### src/rtl/fb_pkg.sv
// Shared framebuffer constants and state encoding for the VGA write path.
// Used by the write arbiter, the text renderer and the vga block.
package fb_pkg;
  localparam int PIXEL_WIDTH  = 640;
  localparam int PIXEL_HEIGHT = 480;
  localparam int PIXEL_COUNT  = PIXEL_WIDTH * PIXEL_HEIGHT;
  localparam int ADDR_W       = 32;
  localparam int DATA_W       = 8;

  localparam logic [DATA_W-1:0] WHITE = 8'hFF;
  localparam logic [DATA_W-1:0] BLACK = 8'h00;

  typedef enum logic {IDLE, CLEAR} fb_state_t;
endpackage

### src/rtl/fb_write_arbiter_rr_arbiter2.sv
// Two-way round-robin grant: combinational grant plus the last-winner register.
// A grant is only ever raised for a valid requester, so grant doubles as "transfer".
module rr_arbiter2 (
  input  logic       pclk,
  input  logic       reset,
  input  logic [1:0] valid,
  input  logic       enable,
  output logic [1:0] grant
);
  logic last_grant;

  always_comb begin
    grant = 2'b00;
    if (enable) begin
      if (valid == 2'b11) grant = last_grant ? 2'b01 : 2'b10;
      else                grant = valid;
    end
  end

  always_ff @(posedge pclk) begin
    if (reset)       last_grant <= 1'b1;
    else if (|grant) last_grant <= grant[1];
  end
endmodule

### src/rtl/fb_write_arbiter.sv
// Muxes two pixel-write requesters and a full-frame clear engine onto the single
// framebuffer write port; all framebuffer outputs are registered (1-cycle latency).
module fb_write_arbiter
  import fb_pkg::*;
#(
  parameter int                PIXEL_COUNT = fb_pkg::PIXEL_COUNT,
  parameter int                ADDR_W      = fb_pkg::ADDR_W,
  parameter int                DATA_W      = fb_pkg::DATA_W,
  parameter logic [DATA_W-1:0] CLEAR_COLOR = '0
) (
  input  logic              pclk,
  input  logic              reset,
  input  logic              clear_req,
  output logic              clear_busy,
  input  logic              req0_valid,
  input  logic [ADDR_W-1:0] req0_addr,
  input  logic [DATA_W-1:0] req0_data,
  output logic              req0_ready,
  input  logic              req1_valid,
  input  logic [ADDR_W-1:0] req1_addr,
  input  logic [DATA_W-1:0] req1_data,
  output logic              req1_ready,
  output logic              fb_wr,
  output logic [ADDR_W-1:0] fb_addr,
  output logic [DATA_W-1:0] fb_data,
  output logic              oob_err
);
  localparam logic [ADDR_W-1:0] LAST_ADDR = ADDR_W'(PIXEL_COUNT - 1);
  localparam logic [ADDR_W-1:0] END_ADDR  = ADDR_W'(PIXEL_COUNT);

  fb_state_t         state, state_nxt;
  logic              enable;
  logic [1:0]        grant;
  logic [ADDR_W-1:0] sel_addr, addr_nxt;
  logic [DATA_W-1:0] sel_data, data_nxt;
  logic              wr_nxt, oob_nxt;

  assign enable     = (state == IDLE) && !clear_req && !reset;
  assign req0_ready = grant[0];
  assign req1_ready = grant[1];
  assign clear_busy = (state == CLEAR);
  assign sel_addr   = grant[1] ? req1_addr : req0_addr;
  assign sel_data   = grant[1] ? req1_data : req0_data;

  rr_arbiter2 u_arb (
    .pclk   (pclk),
    .reset  (reset),
    .valid  ({req1_valid, req0_valid}),
    .enable (enable),
    .grant  (grant)
  );

  // fb_addr doubles as the clear counter: the first clear write is launched
  // straight from IDLE so clear_busy and the clear writes line up cycle for cycle.
  always_comb begin
    state_nxt = state;
    wr_nxt    = 1'b0;
    addr_nxt  = fb_addr;
    data_nxt  = fb_data;
    oob_nxt   = oob_err;
    case (state)
      IDLE: begin
        if (clear_req) begin
          state_nxt = CLEAR;
          wr_nxt    = 1'b1;
          addr_nxt  = '0;
          data_nxt  = CLEAR_COLOR;
        end else if (|grant) begin
          if (sel_addr < END_ADDR) begin
            wr_nxt   = 1'b1;
            addr_nxt = sel_addr;
            data_nxt = sel_data;
          end else begin
            oob_nxt  = 1'b1;
          end
        end
      end
      CLEAR: begin
        if (fb_addr == LAST_ADDR) begin
          state_nxt = IDLE;
        end else begin
          wr_nxt   = 1'b1;
          addr_nxt = fb_addr + ADDR_W'(1);
          data_nxt = CLEAR_COLOR;
        end
      end
      default: state_nxt = IDLE;
    endcase
  end

  always_ff @(posedge pclk) begin
    if (reset) begin
      state   <= IDLE;
      fb_wr   <= 1'b0;
      fb_addr <= '0;
      fb_data <= '0;
      oob_err <= 1'b0;
    end else begin
      state   <= state_nxt;
      fb_wr   <= wr_nxt;
      fb_addr <= addr_nxt;
      fb_data <= data_nxt;
      oob_err <= oob_nxt;
    end
  end
endmodule
### config.mk
export PLATFORM = sky130hd
export DESIGN_NAME = fb_write_arbiter
export DESIGN_NICKNAME = d
export VERILOG_FILES = /design/src/rtl/fb_pkg.sv /design/src/rtl/fb_write_arbiter_rr_arbiter2.sv /design/src/rtl/fb_write_arbiter.sv
export SDC_FILE = /design/constraint.sdc
export NUM_CORES = 1
export LEC_CHECK = 0
export CAP_MARGIN = 10
export CELL_PAD_IN_SITES_DETAIL_PLACEMENT = 1
export CELL_PAD_IN_SITES_GLOBAL_PLACEMENT = 2
export CORE_MARGIN = 3
export CORE_UTILIZATION = 22
export CTS_CLUSTER_SIZE = 30
export DETAILED_ROUTE_END_ITERATION = 16
export PLACE_DENSITY = 0.76
export SYNTH_ARGS = -nofsm -noshare
export SYNTH_HDL_FRONTEND = slang
export SYNTH_SLANG_ARGS = --single-unit
### constraint.sdc
create_clock -name pclk -period 3.39 [get_ports pclk]
set_clock_uncertainty 0.2 [all_clocks]
set_input_delay 0.8475 -clock pclk [delete_from_list [all_inputs] [get_ports pclk]]
set_output_delay 0.8475 -clock pclk [all_outputs]
set_load 0.01 [all_outputs]
* Word level (Yosys, flattened, before mapping) *
Index checks and enable logic that the tools add are counted.

word-level totals
  register bits after elaboration = 44
  logic and storage cells = 45

operators by class
  multiplexer cells = 22
  bitwise gates (word level) = 3
  add/sub/neg operators = 1
  equal/unequal tests = 5
  $lt $le $gt $ge = 1
  reduce and logical (&&, ||, !) cells = 7

operators by type and width
  cell                                                                            number
  32-bit two-way mux                                                              5
  32-bit case mux with 2 select lines                                             1
  8-bit two-way mux                                                               5
  32-bit by 1-bit adder with 32-bit output, second input constant                 1
  32-bit by 19-bit == test with 1-bit output, second input constant               1
  32-bit by 19-bit less-than comparator with 1-bit output, second input constant  1
  8-bit case mux with 2 select lines                                              1
  2-bit two-way mux                                                               3
  3-bit by 2-bit inequality test with 1-bit output, second input constant         2
  1-bit two-way mux                                                               5
  1-bit case mux with 2 select lines                                              2
  4-bit AND reduction                                                             1
  1-bit inverter                                                                  3
  3-bit AND reduction                                                             1
  2-bit == test, second input constant                                            1
  1-bit logical AND                                                               2
  1-bit logical NOT                                                               2
  2-bit inequality test, second input constant                                    1
  2-bit OR reduction                                                              1

* Longest topological paths before layout *
Gate-level depths: netlist of the first run.

  depth in word-level cells = 10
  gate-level depth with buffers = 10
  mapped depth without buffers = 7

* Hierarchy *
From an unflattened synthesis of the first run, not the netlist that was laid out.

second synthesis, totals
  cells, all modules = 374
  area total of the unflattened synthesis = 2,991.6 µm²

modules (own cells, without submodules)
  module            times used  cells an instance  area an instance (µm²)
  fb_write_arbiter  1           366                2,932.8
  rr_arbiter2       1           8                  58.8

* Least setup slack after synthesis of the first run *
Ideal clock, no wire load.

  path kind = input to output
  start = input reset
  end = output req1_ready
  cell stages on the path = 6
  slack = 141 ps
  arrival = 2,201 ps
  cells stage by stage = buf_2 > or4b_4 > a21o_1 > buf_6 > inv_2 > clkbuf_1

on the way
  word-level cells in the longest chain between the ends = 3

RTL lines
  what               line                                RTL
  start, declared    fb_write_arbiter.sv:12              input logic reset,
  1-bit logical NOT  fb_write_arbiter.sv:38              assign enable = (state == IDLE) && !clear_req && !reset;
  1-bit logical AND  fb_write_arbiter.sv:38
  2-bit two-way mux  fb_write_arbiter_rr_arbiter2.sv:14  if (enable) begin
  end, declared      fb_write_arbiter.sv:22              output logic req1_ready,

No other way between the ends.

* Worst setup path after layout of the first run *
  start = input req1_valid
  end = output req1_ready

on the way
  word-level cells in the longest chain between the ends = 3

RTL lines
  what                   line                                RTL
  start, declared        fb_write_arbiter.sv:19              input logic req1_valid,
  2-bit == test          fb_write_arbiter_rr_arbiter2.sv:15  if (valid == 2'b11) grant = last_grant ? 2'b01 : 2'b10;
  2-bit two-way mux (*)  fb_write_arbiter_rr_arbiter2.sv:15
  2-bit two-way mux (*)  fb_write_arbiter_rr_arbiter2.sv:14

Mark *: on every way between the ends. The rest lies on a longest branch, timed or not.

==> flow_summary.toml, run 1 <==
[status]
status = "completed"

[layout]
most-common-layout-cells = "clkdlybuf4s50_1 (127), nand2_1 (54), a21oi_1 (46)"
fillCellCount = 1637
finalNetCount = 638
drive_above_1_share_pct = 9.584
final_common_cell = "clkdlybuf4s50_1"
area_delta_synth_final_pct = 58.47
diodes = 0
seq_area_um2 = 880.8
multiInputGateArea_um2 = 1987

[timing]
setup_tns_ns = 0
fmax_mhz = 307.3
slew_violations = 0
worst_pin_slew_ns = 0.6074
period_minus_slack_ns = 3.254
hold_violations = 0
rsz0062_at_grt = "false"
hold_ws_ns = 0.2883
setup_viol = 0
slew_headroom_pct = 59.20
finalCritPeriodShare_pct = 96.00
worst_slack_ns = 0.1355

[floorplanning]
io_pins = 130
rows = 42
die_h_um = 123.6
die-area_um2 = 15280
core_area_um2 = 13400
start_util_pct = 22.71
die-width_um = 123.6

[setup_path]
cp.arrival_ns = 2.21
reg2reg_slack_ns = 0.53
setup.worst_path.class = "primary input to output pin"
cp_slowest_cell = "clkdlybuf4s50_1"
crit_path_max_fanout = 3
cp-start-kind = "primary input"
crit_family = "buffers and inverters"
critical_path.cell_chain = "clkdlybuf4s50_1 -> or4b_4 -> a21o_1 -> inv_2 -> clkbuf_2"
cp_slowest_stage_delay_ns = 0.48
critical_path_required_ns = 2.34
crit_path_end_kind = "output pin"
critPathBufInv = 3

[logic_synthesis]
synthFlopType = "dfxtp_1"
seq_area_frac_synth_pct = 28.95
ys_types = 58
synthCells = 417
synth-edff-count = 0
ys_seq_elements = 44
synthMuxAreaShare_pct = 4.030
synth_fp_nets = 503
synth-async-reset-ratio_pct = 0
synthSimpleGateAreaFrac_pct = 32.20
synth_xor_area_share_pct = 0
ys_warn_count = 0
synth_top_family_by_area = "simple AND/OR/NAND/NOR gates"
synth_compound_area_share_pct = 28.21
synthAdderAreaFrac_pct = 0.4112
synth.avg_cell_area_um2 = 7.297
syn_area_um2 = 3043

[placement]
portBuffers = 129
place_worst_setup_slack_ns = -0.3027
hpwl_um = 10870
gp_congestion = 0.8047

[global_route]
grt_use_total_pct = 18.91
grt_overflow = 0
grt_first_pass_wirelength_um = 22830
grt_pass1_vias = 4264
grt_max_degree = 34
grt_antenna_before_repair = 0

[clocking]
cts_hold_buf = 0
root_buffer = "clkbuf_16"
cts_buffer_depth = 2
clk_latency_ns = 0.29
post_cts_buffers = 0
cts_made_buffers = 5
clock-sinks = 44
h-tree-depth = 2
path_clk_slew_ns = 0.07
tritoncts = "built"

[power_and_ir_drop]
power_frac_seq_pct = 39.6
p_per_area_nw_per_um2 = 300.4
power_frac_clock_pct = 34.5
power_switching_mw = 0.4080
p_leak_nw = 1.661
p_sw_share_pct = 28.16
p_int_mw = 1.041
ir_drop_uv = 211.6
power_mw = 1.449
combPwrFrac_pct = 26.0

[flow_run]
maxCapViolCount = 0

[routing]
drtPass1Iterations = 4
wl_per_cell_um = 19.32
final_antenna_net_count = 0
drc = 0
wl_um = 14090
drtIter0Drc = 220
vias = 3917
post_drt_via_cell_ratio = 5.373

[min_path]
hp-class = "flip-flop to flip-flop"
==> per-layer routing <==
| layer | up-vias | share of wire (%) | GRT usage [%] |
|---|---|---|---|
| met5 | - | 0 | 0 |
| met4 | 0 | 1.2 | 4.567 |
| met3 | 8 | 4.4 | 2.952 |
| met2 | 105 | 49 | 32.92 |
| met1 | 1926 | 45 | 24.48 |
| li1 | 1878 | - | - |
==> timing repair <==
action	4_1_cts	5_1_grt
resized for setup	4	5
gates cloned	0	0
pin swaps	0	1
setup endpoints to repair	5	5
==> area by class of cell <==
type                    count  share of cell area (%)
repair buffers            161                   32.15
inverters                  10                  0.7784
clock buffers               8                   3.036
well taps                 176                   4.567
flip-flops and latches     44                   18.27
multi-input cells         330                   41.20
==> cell usage after synthesis (all sizes together), types with 5 or more instances <==
cell type / n / area (µm²)
mux2i: 11 / 122.6
nor3: 15 / 75.07
nand4: 14 / 87.58
a21oi: 46 / 230.2
nor4: 15 / 100.1
nand2: 55 / 209.0
dfxtp: 44 / 880.8
buf: 13 / 76.32
a31oi: 13 / 87.58
clkbuf: 20 / 75.07
inv: 10 / 37.53
and4: 5 / 43.79
a211oi: 5 / 42.54
nor2: 17 / 63.81
o21ai: 25 / 125.1
nand3: 36 / 180.2
o211ai: 6 / 45.04
o32ai: 7 / 61.31
and3: 6 / 37.54
==> sequential cells by signal, summed over array words and instances, names as in the netlist <==
name	flops
oob_err	1
fb_data	8
u_arb.last_grant	1
clear_busy	1
fb_addr	32
fb_wr	1
==> power by group through the flow <==
stage	Sequential [mW]	Combinational (mW)	Clock, mW
6_report	0.573	0.376	0.500
4_1_cts	0.572	0.377	0.510
2_1_floorplan	0.585	0.143	0
3_3_place_gp	0.583	0.366	0
5_1_grt	0.577	0.409	0.534
3_5_place_dp	0.584	0.374	0
==> cells by family after synthesis <==
family          count (synthesis)
buf+inv                        43
simple gates                  187
compound gates                131
mux                            11
flops                          44
fa+ha+maj                       1
==> path summary, 6_finish.rpt <==
check / startpoint / endpoint / cells after the start
hold / removal: fb_data[2]$_SDFFE_PP0P_ / fb_data[2]$_SDFFE_PP0P_ / 2
setup reg to reg: fb_addr[7]$_SDFFE_PP0P_ / fb_addr[31]$_SDFFE_PP0P_ / 5
hold reg to reg: fb_data[2]$_SDFFE_PP0P_ / fb_data[2]$_SDFFE_PP0P_ / 2
setup / recovery: req1_valid / req1_ready / 5
==> tightest hold or removal path, delay by kind of cell, from the launching register on <==
kind           cells  cell delay [ns]
flip-flops         1             0.32
AO/OA/AOI/OAI      2             0.13
==> per-stage QoR <==
step	utilization, %	std cells	area, µm²
floorplan	-	417	3043
global placement	34.74	721	4656
detailed placement	34.74	721	4656
CTS	35.91	729	4812
global route	35.99	729	4822
finish	35.99	729	4822
Note: power is estimated with default switching activity, not from simulation.
==> run 2: changes to the inputs <==
--- a/config.mk
+++ b/config.mk
@@ -13,6 +13,7 @@
 export CTS_CLUSTER_SIZE = 30
 export DETAILED_ROUTE_END_ITERATION = 16
 export PLACE_DENSITY = 0.76
+export REMOVE_ABC_BUFFERS = 1
 export SYNTH_ARGS = -nofsm -noshare
 export SYNTH_HDL_FRONTEND = slang
 export SYNTH_SLANG_ARGS = --single-unit
==> run 2 against run 1 <==
  * Highest routed layer unchanged
  * Fmax decreased by 2.3%
  * Non-clock buffer count decreased by 3
  * Cell count decreased by 0.41%
  * Utilization decreased by 0.23 points
  * Clock power increased by 12%
  * Power increased by 3.3%
  * Hold slack got worse by 0.015 ns
==> flow_summary.toml, run 2 (synthesis gave the netlist of run 1 again) <==
[status]
status = "completed"

[flow_run]
maxCapViolCount = 0

[routing]
wl_per_cell_um = 19.61
drtPass1Iterations = 4
wl_met1_um = 6539
vias = 3856
routed-wl-met3_um = 907
drtIter0Drc = 229
drc = 0
post_drt_via_cell_ratio = 5.311
wl_met2_um = 6663
top_layer = "met4"
final_antenna_net_count = 0
wl_um = 14240

[global_route]
grt_overflow = 0
grt_pass1_vias = 4048
grt_antenna_before_repair = 0
grt_use_total_pct = 18.64
grt_first_pass_wirelength_um = 22420
grt_max_degree = 34

[layout]
diodes = 0
drive_above_1_share_pct = 8.727
reg.largest.list = "fb_addr: 32 flops, fb_data: 8 flops"
final_common_cell = "clkdlybuf4s50_1"
fin_util_pct = 35.75
finalNetCount = 635
area_delta_synth_final_pct = 57.44
largest_reg_flops = 32
regMostFlops = "fb_addr"
instances_no_fill = 726
most-common-layout-cells = "clkdlybuf4s50_1 (127), nand2_1 (54), a21oi_1 (46)"

[setup_path]
r2r-start = "fb_addr[7]$_SDFFE_PP0P_"
regToRegEndpoint = "fb_addr[31]$_SDFFE_PP0P_"
cp.arrival_ns = 2.28
cp-endpoint = "req1_ready"
setup.worst_path.class = "primary input to output pin"
cp-start-kind = "primary input"
crit_path_max_fanout = 2
r2r_cells = 5
reg2reg_slack_ns = 0.62
critical_path_required_ns = 2.34
crit_path_end_kind = "output pin"
worstSetupStartpoint = "reset"

[clocking]
root_buffer = "clkbuf_16"
path_clk_slew_ns = 0.06
clock-sinks = 44
clk_latency_ns = 0.29
h-tree-depth = 2
tritoncts = "built"
cts_made_buffers = 5
post_cts_buffers = 0
cts_buffer_depth = 2
cts_hold_buf = 0

[min_path]
hp-class = "flip-flop to flip-flop"

[power_and_ir_drop]
p_sw_share_pct = 27.46
combPwrFrac_pct = 24.4
power_frac_clock_pct = 37.4
power_switching_mw = 0.4111
power_frac_seq_pct = 38.3
p_int_mw = 1.086
ir_drop_uv = 160.8
p_leak_nw = 1.642
p_per_area_nw_per_um2 = 312.5

[timing]
hold_violations = 0
slew_violations = 0
hold_ws_ns = 0.2736
period_minus_slack_ns = 3.329
finalCritPeriodShare_pct = 98.21
slew_headroom_pct = 57.54
setup_viol = 0
fmax_mhz = 300.3
rsz0062_at_grt = "false"
worst_pin_slew_ns = 0.6316

[placement]
portBuffers = 129
hpwl_um = 10490
placed_cells = 718
gp_congestion = 0.7949

[floorplanning]
rows = 42
die-area_um2 = 15280
io_pins = 130
start_util_pct = 22.71
die_h_um = 123.6
core_area_um2 = 13400
die-width_um = 123.6
-- run 2: worst min-delay path by stage --
stage | start | cells after the start | endpoint
finish | oob_err$_SDFFE_PP0P_ | 2 | oob_err$_SDFFE_PP0P_
CTS | oob_err$_SDFFE_PP0P_ | 2 | oob_err$_SDFFE_PP0P_
floorplan | fb_data[0]$_SDFFE_PP0P_ | 2 | fb_data[0]$_SDFFE_PP0P_
global route | oob_err$_SDFFE_PP0P_ | 2 | oob_err$_SDFFE_PP0P_
detailed placement | oob_err$_SDFFE_PP0P_ | 2 | oob_err$_SDFFE_PP0P_
global placement | oob_err$_SDFFE_PP0P_ | 2 | oob_err$_SDFFE_PP0P_
-- run 2: timing repair --
item                                    CTS  global route
resized for setup                         2             2
pin swaps                                 0             0
endpoints found under the setup margin    2             3
-- run 2: stage by stage --
step / TNS (ns) / setup WS (ns) / power, mW / area (µm²)
after global routing: 0 / 0.003877 / 1.570 / 4791
after floorplan: -2.046 / -0.2176 / 0.7092 / 2892
after global placement: -1.616 / -0.2403 / 0.9432 / 4621
after CTS: 0 / 0.02421 / 1.512 / 4782
after detailed placement: -2.681 / -0.2402 / 0.9493 / 4621
final: 0 / 0.06054 / 1.497 / 4791
-- run 2: critical path, cell delays in order --
cell	delay (ns)
clkdlybuf4s50_1	0.45
or4b_4	0.51
a21o_1	0.19
inv_2	0.06
clkdlybuf4s15_1	0.23
-- run 2: final cells by class --
class,count,area (µm²)
Clock buffer,6,128.9
Multi-Input combinational cell,330,1981
Fill cell,1632,8610
Inverter,10,37.54
Clock inverter,2,35.03
Sequential cell,44,880.8
Tap cell,176,220.2
Timing Repair Buffer,158,1508
-- run 2: metal layers --
layer,up-vias,global-route usage (%)
met4,0,2.837
met3,12,2.906
li1,1860,-
met2,116,31.23
met1,1868,25.77
met5,-,0
-- run 2: power groups by stage --
| stage | clock [mW] | combinational [mW] | sequential (mW) |
|---|---|---|---|
| 4_1_cts | 0.572 | 0.367 | 0.573 |
| 3_5_place_dp | 0 | 0.365 | 0.584 |
| 5_1_grt | 0.595 | 0.398 | 0.578 |
| 3_3_place_gp | 0 | 0.359 | 0.584 |
| 2_1_floorplan | 0 | 0.116 | 0.593 |
| 6_report | 0.559 | 0.365 | 0.573 |
